<file path="config.mk">
export PLATFORM = sky130hd
export DESIGN_NAME = flappy_game_core
export DESIGN_NICKNAME = d
export VERILOG_FILES = /design/src/rtl/flappy_game_core.sv
export SDC_FILE = /design/constraint.sdc
export NUM_CORES = 1
export LEC_CHECK = 0
export CORE_ASPECT_RATIO = 2
export CORE_MARGIN = 4
export CORE_UTILIZATION = 40
export CTS_BUF_LIST = sky130_fd_sc_hd__clkbuf_4 sky130_fd_sc_hd__clkbuf_8 sky130_fd_sc_hd__clkbuf_16
export CTS_CLUSTER_DIAMETER = 200
export CTS_CLUSTER_SIZE = 28
export DETAILED_ROUTE_END_ITERATION = 10
export GPL_ROUTABILITY_DRIVEN = 0
export SYNTH_ARGS = -nofsm -noshare
export SYNTH_HDL_FRONTEND = slang
export SYNTH_SLANG_ARGS = --single-unit
</file>
<file path="constraint.sdc">
create_clock -name clk_i -period 7.18 [get_ports clk_i]
set_clock_uncertainty 0.2 [all_clocks]
set_input_delay 1.077 -clock clk_i [delete_from_list [all_inputs] [get_ports clk_i]]
set_output_delay 1.077 -clock clk_i [all_outputs]
set_load 0.1 [all_outputs]
</file>
<file path="src/rtl/flappy_game_core.sv">
// Flappy Bird game engine: bird physics, N-pipe obstacle field with LFSR gaps,
// collision detection, scoring with high-score retention and a four-state FSM.
// All motion advances only on the tick enable; outputs are registered.

// One obstacle column: position, gap, wrap-around and per-pipe hit/pass flags.
module flappy_pipe #(
    parameter int IDX          = 0,
    parameter int NUM_PIPES    = 3,
    parameter int SCREEN_W     = 640,
    parameter int BIRD_X       = 160,
    parameter int BIRD_SIZE    = 16,
    parameter int PIPE_W       = 40,
    parameter int PIPE_SPACING = 220,
    parameter int PIPE_SPEED   = 2,
    parameter int GAP_H        = 120,
    parameter int GAP_MIN      = 40
) (
    input  logic        clk_i,
    input  logic        clr_ni,
    input  logic        restart_i,
    input  logic        step_i,
    input  logic [7:0]  lfsr_i,
    input  logic [9:0]  bird_y_i,
    output logic [10:0] x_o,
    output logic [8:0]  gap_o,
    output logic        pass_o,
    output logic        col_o
);
    localparam logic [10:0] X_RST   = 11'(SCREEN_W + IDX * PIPE_SPACING);
    localparam logic [10:0] X_WRAP  = 11'(NUM_PIPES * PIPE_SPACING - PIPE_SPEED);
    localparam logic [10:0] SPD     = 11'(PIPE_SPEED);
    localparam logic [8:0]  GMIN9   = 9'(GAP_MIN);
    localparam logic [8:0]  GAP_RST = 9'(GAP_MIN + 8'hA5);
    localparam logic [11:0] PW12    = 12'(PIPE_W);
    localparam logic [11:0] BX12    = 12'(BIRD_X);
    localparam logic [11:0] BXE12   = 12'(BIRD_X + BIRD_SIZE);
    localparam logic [11:0] BS12    = 12'(BIRD_SIZE);
    localparam logic [11:0] GH12    = 12'(GAP_H);

    logic [10:0] x_q, x_d, x_mv;
    logic [8:0]  gap_q, gap_d;
    logic        wrap;

    assign x_mv = x_q - SPD;
    assign wrap = (x_q <= SPD);

    // Trailing edge crosses the bird's left edge on this step (never on a wrap).
    assign pass_o = !wrap && (({1'b0, x_q} + PW12) >= BX12) && (({1'b0, x_mv} + PW12) < BX12);

    // Horizontal overlap with the bird and bird outside the gap.
    assign col_o = ({1'b0, x_q} < BXE12) && (({1'b0, x_q} + PW12) > BX12) &&
                   (({2'b00, bird_y_i} < {3'b000, gap_q}) ||
                    (({2'b00, bird_y_i} + BS12) > ({3'b000, gap_q} + GH12)));

    // Next position: reload on restart, scroll left on a step, wrap to the back.
    always_comb begin
        x_d   = x_q;
        gap_d = gap_q;
        if (restart_i) begin
            x_d   = X_RST;
            gap_d = GAP_RST;
        end else if (step_i) begin
            if (wrap) begin
                x_d   = x_q + X_WRAP;
                gap_d = GMIN9 + {1'b0, lfsr_i};
            end else begin
                x_d = x_mv;
            end
        end
    end

    // Pipe registers.
    always_ff @(posedge clk_i or negedge clr_ni) begin
        if (!clr_ni) begin
            x_q   <= X_RST;
            gap_q <= GAP_RST;
        end else begin
            x_q   <= x_d;
            gap_q <= gap_d;
        end
    end

    assign x_o   = x_q;
    assign gap_o = gap_q;
endmodule

module flappy_game_core #(
    parameter int NUM_PIPES    = 3,
    parameter int SCREEN_W     = 640,
    parameter int SCREEN_H     = 480,
    parameter int BIRD_X       = 160,
    parameter int BIRD_SIZE    = 16,
    parameter int PIPE_W       = 40,
    parameter int PIPE_SPACING = 220,
    parameter int PIPE_SPEED   = 2,
    parameter int GAP_H        = 120,
    parameter int GAP_MIN      = 40,
    parameter int GRAVITY      = 1,
    parameter int FLAP_VEL     = 8,
    parameter int VMAX         = 10,
    parameter int SCORE_W      = 10
) (
    input  logic                     clk_i,
    input  logic                     clr_ni,
    input  logic                     tick_i,
    input  logic                     flap_i,
    input  logic                     pause_i,
    output logic [1:0]               game_state_o,
    output logic [9:0]               bird_y_o,
    output logic [11*NUM_PIPES-1:0]  pipe_x_o,
    output logic [9*NUM_PIPES-1:0]   pipe_gap_y_o,
    output logic [SCORE_W-1:0]       current_score_o,
    output logic [SCORE_W-1:0]       highest_score_o,
    output logic                     hit_o
);
    localparam logic [1:0] S_IDLE   = 2'd0;
    localparam logic [1:0] S_PLAY   = 2'd1;
    localparam logic [1:0] S_PAUSED = 2'd2;
    localparam logic [1:0] S_DEAD   = 2'd3;

    localparam logic [9:0]         Y_RST    = 10'(SCREEN_H / 2 - BIRD_SIZE / 2);
    localparam logic [11:0]        BS12     = 12'(BIRD_SIZE);
    localparam logic [11:0]        SH12     = 12'(SCREEN_H);
    localparam logic signed [6:0]  GRAV7    = 7'(GRAVITY);
    localparam logic signed [6:0]  VMAX7    = 7'(VMAX);
    localparam logic signed [5:0]  VMAX6    = 6'(VMAX);
    localparam logic signed [5:0]  FLAP_NEG = 6'(-FLAP_VEL);

    logic [1:0]          state_q, state_d;
    logic signed [5:0]   vy_q, vy_d, vy_new;
    logic signed [6:0]   vy_sum;
    logic signed [11:0]  y_sum;
    logic [9:0]          bird_y_q, bird_y_d;
    logic                flap_pend_q, flap_pend_d;
    logic [SCORE_W-1:0]  score_q, score_d, high_q;
    logic [SCORE_W:0]    pass_cnt, score_sum;
    logic                hit_q, hit_d;
    logic [7:0]          lfsr_q;
    logic [NUM_PIPES-1:0] pipe_pass, pipe_col;
    logic                collide, step, restart;

    // Pipe field: one instance per column.
    for (genvar i = 0; i < NUM_PIPES; i++) begin : g_pipe
        flappy_pipe #(
            .IDX(i), .NUM_PIPES(NUM_PIPES), .SCREEN_W(SCREEN_W), .BIRD_X(BIRD_X),
            .BIRD_SIZE(BIRD_SIZE), .PIPE_W(PIPE_W), .PIPE_SPACING(PIPE_SPACING),
            .PIPE_SPEED(PIPE_SPEED), .GAP_H(GAP_H), .GAP_MIN(GAP_MIN)
        ) u_pipe (
            .clk_i    (clk_i),
            .clr_ni   (clr_ni),
            .restart_i(restart),
            .step_i   (step),
            .lfsr_i   (lfsr_q),
            .bird_y_i (bird_y_q),
            .x_o      (pipe_x_o[11*i +: 11]),
            .gap_o    (pipe_gap_y_o[9*i +: 9]),
            .pass_o   (pipe_pass[i]),
            .col_o    (pipe_col[i])
        );
    end

    assign collide = ((({2'b00, bird_y_q}) + BS12) >= SH12) || (|pipe_col);
    assign step    = (state_q == S_PLAY) && tick_i && !collide && !pause_i;
    assign restart = (state_q == S_DEAD) && flap_i;

    // Bird physics: a flap (pending or same-cycle) overrides gravity.
    assign vy_sum = $signed({vy_q[5], vy_q}) + GRAV7;
    assign vy_new = (flap_pend_q || flap_i) ? FLAP_NEG :
                    (vy_sum > VMAX7) ? VMAX6 : $signed(vy_sum[5:0]);
    assign y_sum  = $signed({2'b00, bird_y_q}) + $signed({{6{vy_new[5]}}, vy_new});

    // Number of pipes whose trailing edge passes the bird this tick.
    always_comb begin
        pass_cnt = '0;
        for (int i = 0; i < NUM_PIPES; i++)
            pass_cnt = pass_cnt + {{SCORE_W{1'b0}}, pipe_pass[i]};
    end
    assign score_sum = {1'b0, score_q} + pass_cnt;

    // Game FSM and bird/score next state; collision takes priority over pause.
    always_comb begin
        state_d     = state_q;
        vy_d        = vy_q;
        bird_y_d    = bird_y_q;
        flap_pend_d = flap_pend_q;
        score_d     = score_q;
        hit_d       = 1'b0;
        case (state_q)
            S_IDLE: begin
                if (flap_i) begin
                    state_d = S_PLAY;
                    vy_d    = FLAP_NEG;
                end
            end
            S_PLAY: begin
                if (collide) begin
                    state_d = S_DEAD;
                    hit_d   = 1'b1;
                end else if (pause_i) begin
                    state_d = S_PAUSED;
                end else if (tick_i) begin
                    flap_pend_d = 1'b0;
                    if (y_sum < 12'sd0) begin
                        bird_y_d = '0;
                        vy_d     = '0;
                    end else begin
                        bird_y_d = y_sum[9:0];
                        vy_d     = vy_new;
                    end
                    score_d = score_sum[SCORE_W] ? '1 : score_sum[SCORE_W-1:0];
                end else if (flap_i) begin
                    flap_pend_d = 1'b1;
                end
            end
            S_PAUSED: begin
                if (pause_i) state_d = S_PLAY;
            end
            default: begin
                if (flap_i) begin
                    state_d     = S_IDLE;
                    vy_d        = '0;
                    bird_y_d    = Y_RST;
                    score_d     = '0;
                    flap_pend_d = 1'b0;
                end
            end
        endcase
    end

    // Core game registers.
    always_ff @(posedge clk_i or negedge clr_ni) begin
        if (!clr_ni) begin
            state_q     <= S_IDLE;
            vy_q        <= '0;
            bird_y_q    <= Y_RST;
            flap_pend_q <= 1'b0;
            score_q     <= '0;
            hit_q       <= 1'b0;
        end else begin
            state_q     <= state_d;
            vy_q        <= vy_d;
            bird_y_q    <= bird_y_d;
            flap_pend_q <= flap_pend_d;
            score_q     <= score_d;
            hit_q       <= hit_d;
        end
    end

    // High score follows the current score one cycle after it is exceeded.
    always_ff @(posedge clk_i or negedge clr_ni) begin
        if (!clr_ni)              high_q <= '0;
        else if (score_q > high_q) high_q <= score_q;
    end

    // Free-running gap generator, x^8+x^6+x^5+x^4+1.
    always_ff @(posedge clk_i or negedge clr_ni) begin
        if (!clr_ni) lfsr_q <= 8'hA5;
        else         lfsr_q <= {lfsr_q[6:0], lfsr_q[7] ^ lfsr_q[5] ^ lfsr_q[4] ^ lfsr_q[3]};
    end

    assign game_state_o    = state_q;
    assign bird_y_o        = bird_y_q;
    assign current_score_o = score_q;
    assign highest_score_o = high_q;
    assign hit_o           = hit_q;
endmodule

</file>
Word-level counts from Yosys, hierarchy flattened
Index checks and enable logic that the tools add are counted.

word-level totals
  flip-flop bits (word level) = 108
  input port bits = 5
  output and inout bits = 93
  logic and storage cells = 171

cells by class
  $add $sub $neg = 22
  order comparisons = 25
  equality and inequality tests = 9
  muxes and demuxes = 53
  bitwise gates (word level) = 5
  reduce and logical (&&, ||, !) cells = 43

operator list
  cell                                                                number
  two-way mux 10 bit                                                  10
  two-way mux 11 bit                                                  9
  two-way mux 9 bit                                                   9
  adder 11 x 6 -> 12 bit, second input constant                       6
  two-way mux 6 bit                                                   8
  one-hot mux 10 bit (2 select lines)                                 2
  greater-or-equal comparator 12 x 8 -> 1 bit, second input constant  3
  > comparator 12 bit                                                 3
  > comparator 12 x 8 -> 1 bit, second input constant                 3
  less-than comparator 12 x 8 -> 1 bit, second input constant         3
  adder 11 x 10 -> 11 bit, second input constant                      3
  less-or-equal comparator 11 x 2 -> 1 bit, second input constant     3
  less-than comparator 11 x 8 -> 1 bit, second input constant         3
  subtractor 11 x 2 -> 11 bit, second input constant                  3
  adder 9 x 7 -> 10 bit, second input constant                        3
  less-than comparator 10 x 9 -> 1 bit                                3
  one-hot mux 6 bit (3 select lines)                                  1
  logical AND 1 bit                                                   16
  adder 11 x 6 -> 12 bit                                              1
  greater-or-equal comparator 12 x 9 -> 1 bit, second input constant  1
  less-than comparator 12 x 1 -> 1 bit, second input constant         1
  adder 10 x 3 -> 11 bit                                              1
  adder 10 x 5 -> 11 bit, second input constant                       1
  > comparator 10 bit                                                 1
  other kinds (26)                                                    60

Logic depth before layout (Yosys ltp)
  word-level depth = 12
  depth in mapped cells = 21

By module
Synthesis repeated with hierarchy kept, for this count alone.

unflattened totals
  cells, all modules = 949
  area, all modules = 8428.1 um2

by module, submodules not included
  module                           instances  cells an instance  area each (um2)
  flappy_game_core                 1          324                3134.3
  flappy_pipe at g_pipe[2].u_pipe  1          213                1785.5
  flappy_pipe at g_pipe[0].u_pipe  1          215                1769.2
  flappy_pipe at g_pipe[1].u_pipe  1          197                1739.2

Worst setup path before layout
OpenSTA, ideal clock, no wires.

  kind = reg-to-reg
  from = register g_pipe[2].u_pipe.x_q[4]
  to = register score_q[9], in the netlist current_score_o[9]
  library setup time = 122 ps
  arrival time = 4672 ps
  data required time = 6858 ps
  path slack = 2186 ps
  stages on the path, launching flop included = 19
  buffers on the path = 1
  clock period less this slack = 4994 ps
  path through = dfstp_2 -> buf_2 -> inv_1 -> ha_1 -> inv_1 -> o21ai_1 -> or3_1 -> xnor2_1 -> nor4_1 -> nand4_1 -> fa_1 -> inv_1 -> ha_1 -> fa_1 -> and3_1 -> and3_1 -> and3_1 -> or4_1 -> o211a_1

between the ends
  word-level cells in the longest chain between the ends = 11

RTL lines
  what                                                                       line  RTL
  start, declared                                                            40    logic [10:0] x_q, x_d, x_mv;
  start signal, assigned                                                     75    x_q <= X_RST;
  start signal, assigned                                                     78    x_q <= x_d;
  subtractor 11 x 2 -> 11 bit (tied with other cells)                        44    assign x_mv = x_q - SPD;
  adder 11 x 6 -> 12 bit (tied with other cells)                             48    assign pass_o = !wrap && (({1'b0, x_q} + PW12) >= BX12) && (({1'b0, x_mv} + PW12) < BX12);
  less-than comparator 12 x 8 -> 1 bit or logical AND 1 bit (tied branches)  48
  logical AND 1 bit                                                          48
  adder 2 x 1 -> 3 bit                                                       176   pass_cnt = pass_cnt + {{SCORE_W{1'b0}}, pipe_pass[i]};
  adder 10 x 3 -> 11 bit                                                     178   assign score_sum = {1'b0, score_q} + pass_cnt;
  two-way mux 10 bit                                                         210   score_d = score_sum[SCORE_W] ? '1 : score_sum[SCORE_W-1:0];
  two-way mux 10 bit                                                         201   end else if (tick_i) begin
  two-way mux 10 bit                                                         199   end else if (pause_i) begin
  two-way mux 10 bit                                                         196   if (collide) begin
  one-hot mux 10 bit (2 select lines)                                        188   case (state_q)
  end signal, assigned                                                       244   score_q <= score_d;
  end, declared                                                              135   logic [SCORE_W-1:0] score_q, score_d, high_q;

Parallel ways exist; a longest one is shown, timed or not. The select of a mux whose other input is x is not followed.
A chain may end at the register's enable or synchronous reset.

Worst setup path after layout
  from = register bird_y_q[4], in the netlist bird_y_o[4]
  to = register g_pipe[0].u_pipe.x_q[6]

between the ends
  word-level cells in the longest chain between the ends = 10

RTL lines
  what                                   line     RTL
  start, declared                        133      logic [9:0] bird_y_q, bird_y_d;
  start signal, assigned                 242      bird_y_q <= bird_y_d;
  adder 10 x 5 -> 11 bit                 53, 162
  > comparator 12 bit                    53       (({2'b00, bird_y_i} + BS12) > ({3'b000, gap_q} + GH12)));
  logical OR 1 bit                       52       (({2'b00, bird_y_i} < {3'b000, gap_q}) ||
  logical AND 1 bit                      51       assign col_o = ({1'b0, x_q} < BXE12) && (({1'b0, x_q} + PW12) > BX12) &&
  OR reduction 3 bit                     162      assign collide = ((({2'b00, bird_y_q}) + BS12) >= SH12) || (|pipe_col);
  logical OR 1 bit *                     162
  logical NOT 1 bit *                    163      assign step = (state_q == S_PLAY) && tick_i && !collide && !pause_i;
  logical AND 1 bit * (2 in a row)       163
  nonzero test 2 bit (no source line) *  --
  end signal, assigned                   75
  end signal, assigned                   78
  end, declared                          40

Mark *: on every way between the ends. The rest lies on a longest branch, timed or not.

==> flow_metrics.env <==
export IMPL_status="finished clean"
export IMPL_io_pins=98
export IMPL_synth_ff_type="dfrtp_1"
export IMPL_layout_drive_gt1_share_pct=8.38
export IMPL_max_freq_ghz=0.192
export IMPL_vias=7188
export IMPL_synthMuxAreaShare_pct=4.21
export IMPL_io_buffers=94
export IMPL_synth_edf_count=0
export IMPL_cts_resized=0
export IMPL_grt_setup_unrepaired="false"
export IMPL_ys_types=74
export IMPL_worstHoldPathType="flip-flop to flip-flop"
export IMPL_synthArstFlopShare_pct=100
export IMPL_grt_pass1_vias=7391
export IMPL_ys_ff_latch=105
export IMPL_path_class="flip-flop to flip-flop"
export IMPL_area_delta_synth_final_pct=17.6
export IMPL_final_util_pct=48.0
export IMPL_hpwl_um=18400
export IMPL_ff_latch_area_sq_mm=0.00267
export IMPL_path_clk_slew_ps=80
export IMPL_synth_warnings=0
export IMPL_drt_iter0_markers=336
export IMPL_maxSlewHeadroom_pct=31.0
export IMPL_overflow=0
export IMPL_cts_root_buf="clkbuf_16"
export IMPL_syn_avg_cell_area_sq_um=8.79
export IMPL_viasPerCell=5.69
export IMPL_synthSimpleGateAreaFrac_pct=17.4
export IMPL_antenna_left=0
export IMPL_grt_pass1_wl_um=38500
export IMPL_die_w_um=109
export IMPL_detail_route_wl_per_cell_um=18.8
export IMPL_setup_violations_final=0
export IMPL_netlist_instances=926
export IMPL_postCtsHoldBufs=0
export IMPL_seq_area_frac_synth_pct=32.8
export IMPL_synth_xor_area_share_pct=4.41
export IMPL_firstDrtPassIters=5
export IMPL_cap_violations=0
export IMPL_cts_buffer_depth=2
export IMPL_die_area_sq_mm=0.0228
export IMPL_worstPathArrival_ps=5300
export IMPL_post_cts_buffers=0
export IMPL_insertion_delay_ps=360
export IMPL_synth_area_sq_mm=0.00814
export IMPL_ctsHtreeMaxLevel=3
export IMPL_multiInputGateArea_sq_mm=0.00499
export IMPL_grt_max_degree=60
export IMPL_fill_cells=1984
export IMPL_core_sq_mm=0.0199
export IMPL_cts_buffers=9
export IMPL_cts_tree="built"
export IMPL_worst_setup_path_end_kind="flip-flop"
export IMPL_required_ps=7270
export IMPL_synthAdderAreaFrac_pct=15.2
export IMPL_fin_setup_tns_ps=0
export IMPL_slew_viol_final=0
export IMPL_synth_top_family_by_area="compound AO/OA/AOI/OAI gates"
export IMPL_nets=1099
export IMPL_crit_fanout=59
export IMPL_hold_viol_final=0
export IMPL_synth_compound_area_share_pct=19.9
export IMPL_rows=73
export IMPL_antenna_found_initial=0
export IMPL_period_share_pct=72.6
export IMPL_drcViolationCount=0
export IMPL_antenna_diode_count=0
export IMPL_tightest_slew_ps=1030
export IMPL_cts_sinks=105
export IMPL_start_util_pct=40.9
export IMPL_grt_use_total_pct=21.4
export IMPL_die_y_um=210
export IMPL_period_minus_slack_ps=5210
export IMPL_routed_wl_um=23800
export IMPL_start_kind="flip-flop"
-- cell usage in the layout (no fill, tap or decap), drive strengths merged, types with 8 or more instances in the layout --
master	Yosys	layout
nor3	23	23
mux2	10	10
clkbuf	30	10
dfstp	35	35
xnor2	32	32
o211ai	20	20
o31ai	11	11
nor2	67	67
or4	9	9
nand2	64	64
inv	80	83
nand2b	9	9
xor2	9	9
and3	8	8
a31oi	8	8
mux2i	23	23
nor4	8	8
dfrtp	70	70
clkdlybuf4s50	0	93
a21oi	51	51
or3	10	10
a21o	17	17
o21ai	65	65
nand3	43	43
ha	94	94
nand4	10	10
-- cells in the mapped netlist, drive strengths merged, types with 11 or more instances --
cell | number | area, sq um
ha | 94 | 1180
inv | 80 | 300
dfrtp | 70 | 1750
nor2 | 67 | 259
o21ai | 65 | 325
nand2 | 64 | 243
a21oi | 51 | 255
nand3 | 43 | 215
dfstp | 35 | 920
xnor2 | 32 | 280
clkbuf | 30 | 113
mux2i | 23 | 230
nor3 | 23 | 115
o211ai | 20 | 150
a21o | 17 | 128
buf | 12 | 72.6
o31ai | 11 | 82.6
-- sequential cells by signal, summed over array words and instances (netlist names) --
signal	flops
flap_pend_q	1
lfsr_q	8
g_pipe.u_pipe.gap_o	27
hit_o	1
current_score_o	10
bird_y_o	10
highest_score_o	10
vy_q	6
g_pipe.u_pipe.x_o	30
game_state_o	2
-- worst max-delay path: stages, from the launching register on --
cell       delay, ps
dfrtp_1          560
ha_1             340
nor2b_1          150
or2_2            340
ha_1             320
a21oi_1          150
a21boi_1          80
a2111oi_1        320
a221oi_1         170
o41ai_2          540
nand4_4          780
buf_4            540
or4_1            530
a21oi_1          130
-- path summary, 6_finish.rpt --
kind                                             endpoint  depth (start not counted)         from  slack (ps)
worst max-delay path              g_pipe[0].u_pipe.x_o[6]                         13  bird_y_o[4]        1970
worst min-delay path                            lfsr_q[2]                          0    lfsr_q[1]         180
worst max register to register    g_pipe[0].u_pipe.x_o[6]                         13  bird_y_o[4]        1970
worst min register to register                  lfsr_q[2]                          0    lfsr_q[1]         180
max in group asynchronous        g_pipe[1].u_pipe.x_o[10]                          2       clr_ni        5030
min in group asynchronous       g_pipe[2].u_pipe.gap_o[4]                          1       clr_ni         590
-- final cells by class --
class                           instances  share of cell area (%)
Clock buffer                           10                    2.50
Clock inverter                          6                   0.510
Inverter                               80                    3.14
Multi-Input combinational cell        701                    52.2
Sequential cell                       105                    27.9
Tap cell                              262                    3.43
Timing Repair Buffer                  100                    10.3
-- per-layer routing --
| metal | share of wire [%] | wire length (um) | track usage (%) | vias up |
|---|---|---|---|---|
| met5 | 0 | 0 | 0 | - |
| met4 | 3.9 | 931 | 9.90 | 0 |
| met3 | 3.4 | 804 | 2.86 | 43 |
| met2 | 55 | 13200 | 40.3 | 177 |
| met1 | 37 | 8860 | 23.0 | 3488 |
| li1 | - | - | - | 3480 |
-- logic make-up (layout without fill, tap and decap cells) --
family,after synthesis,count (layout)
and+or+nand+nor,282,282
AOI/OAI and AO/OA,245,245
buffers and inverters,122,196
DFF,105,105
adders and majority gates,97,97
xor gates and xnor gates,41,41
muxes,33,33
other,1,3
-- metrics by stage --
step / instances / instance area, sq um / hold slack (ps) / setup slack (ps)
2_1_floorplan: 928 / 8140 / 154 / 2190
3_3_place_gp: 1248 / 9280 / 166 / 1700
3_5_place_dp: 1248 / 9280 / 172 / 1650
4_1_cts: 1264 / 9570 / 190 / 1960
5_1_grt: 1264 / 9570 / 194 / 1530
6_report: 1264 / 9570 / 185 / 1970
Power is left out: the tool's default activity adds up to more than one toggle a clock period on the data nets, which glitch-free logic cannot reach.
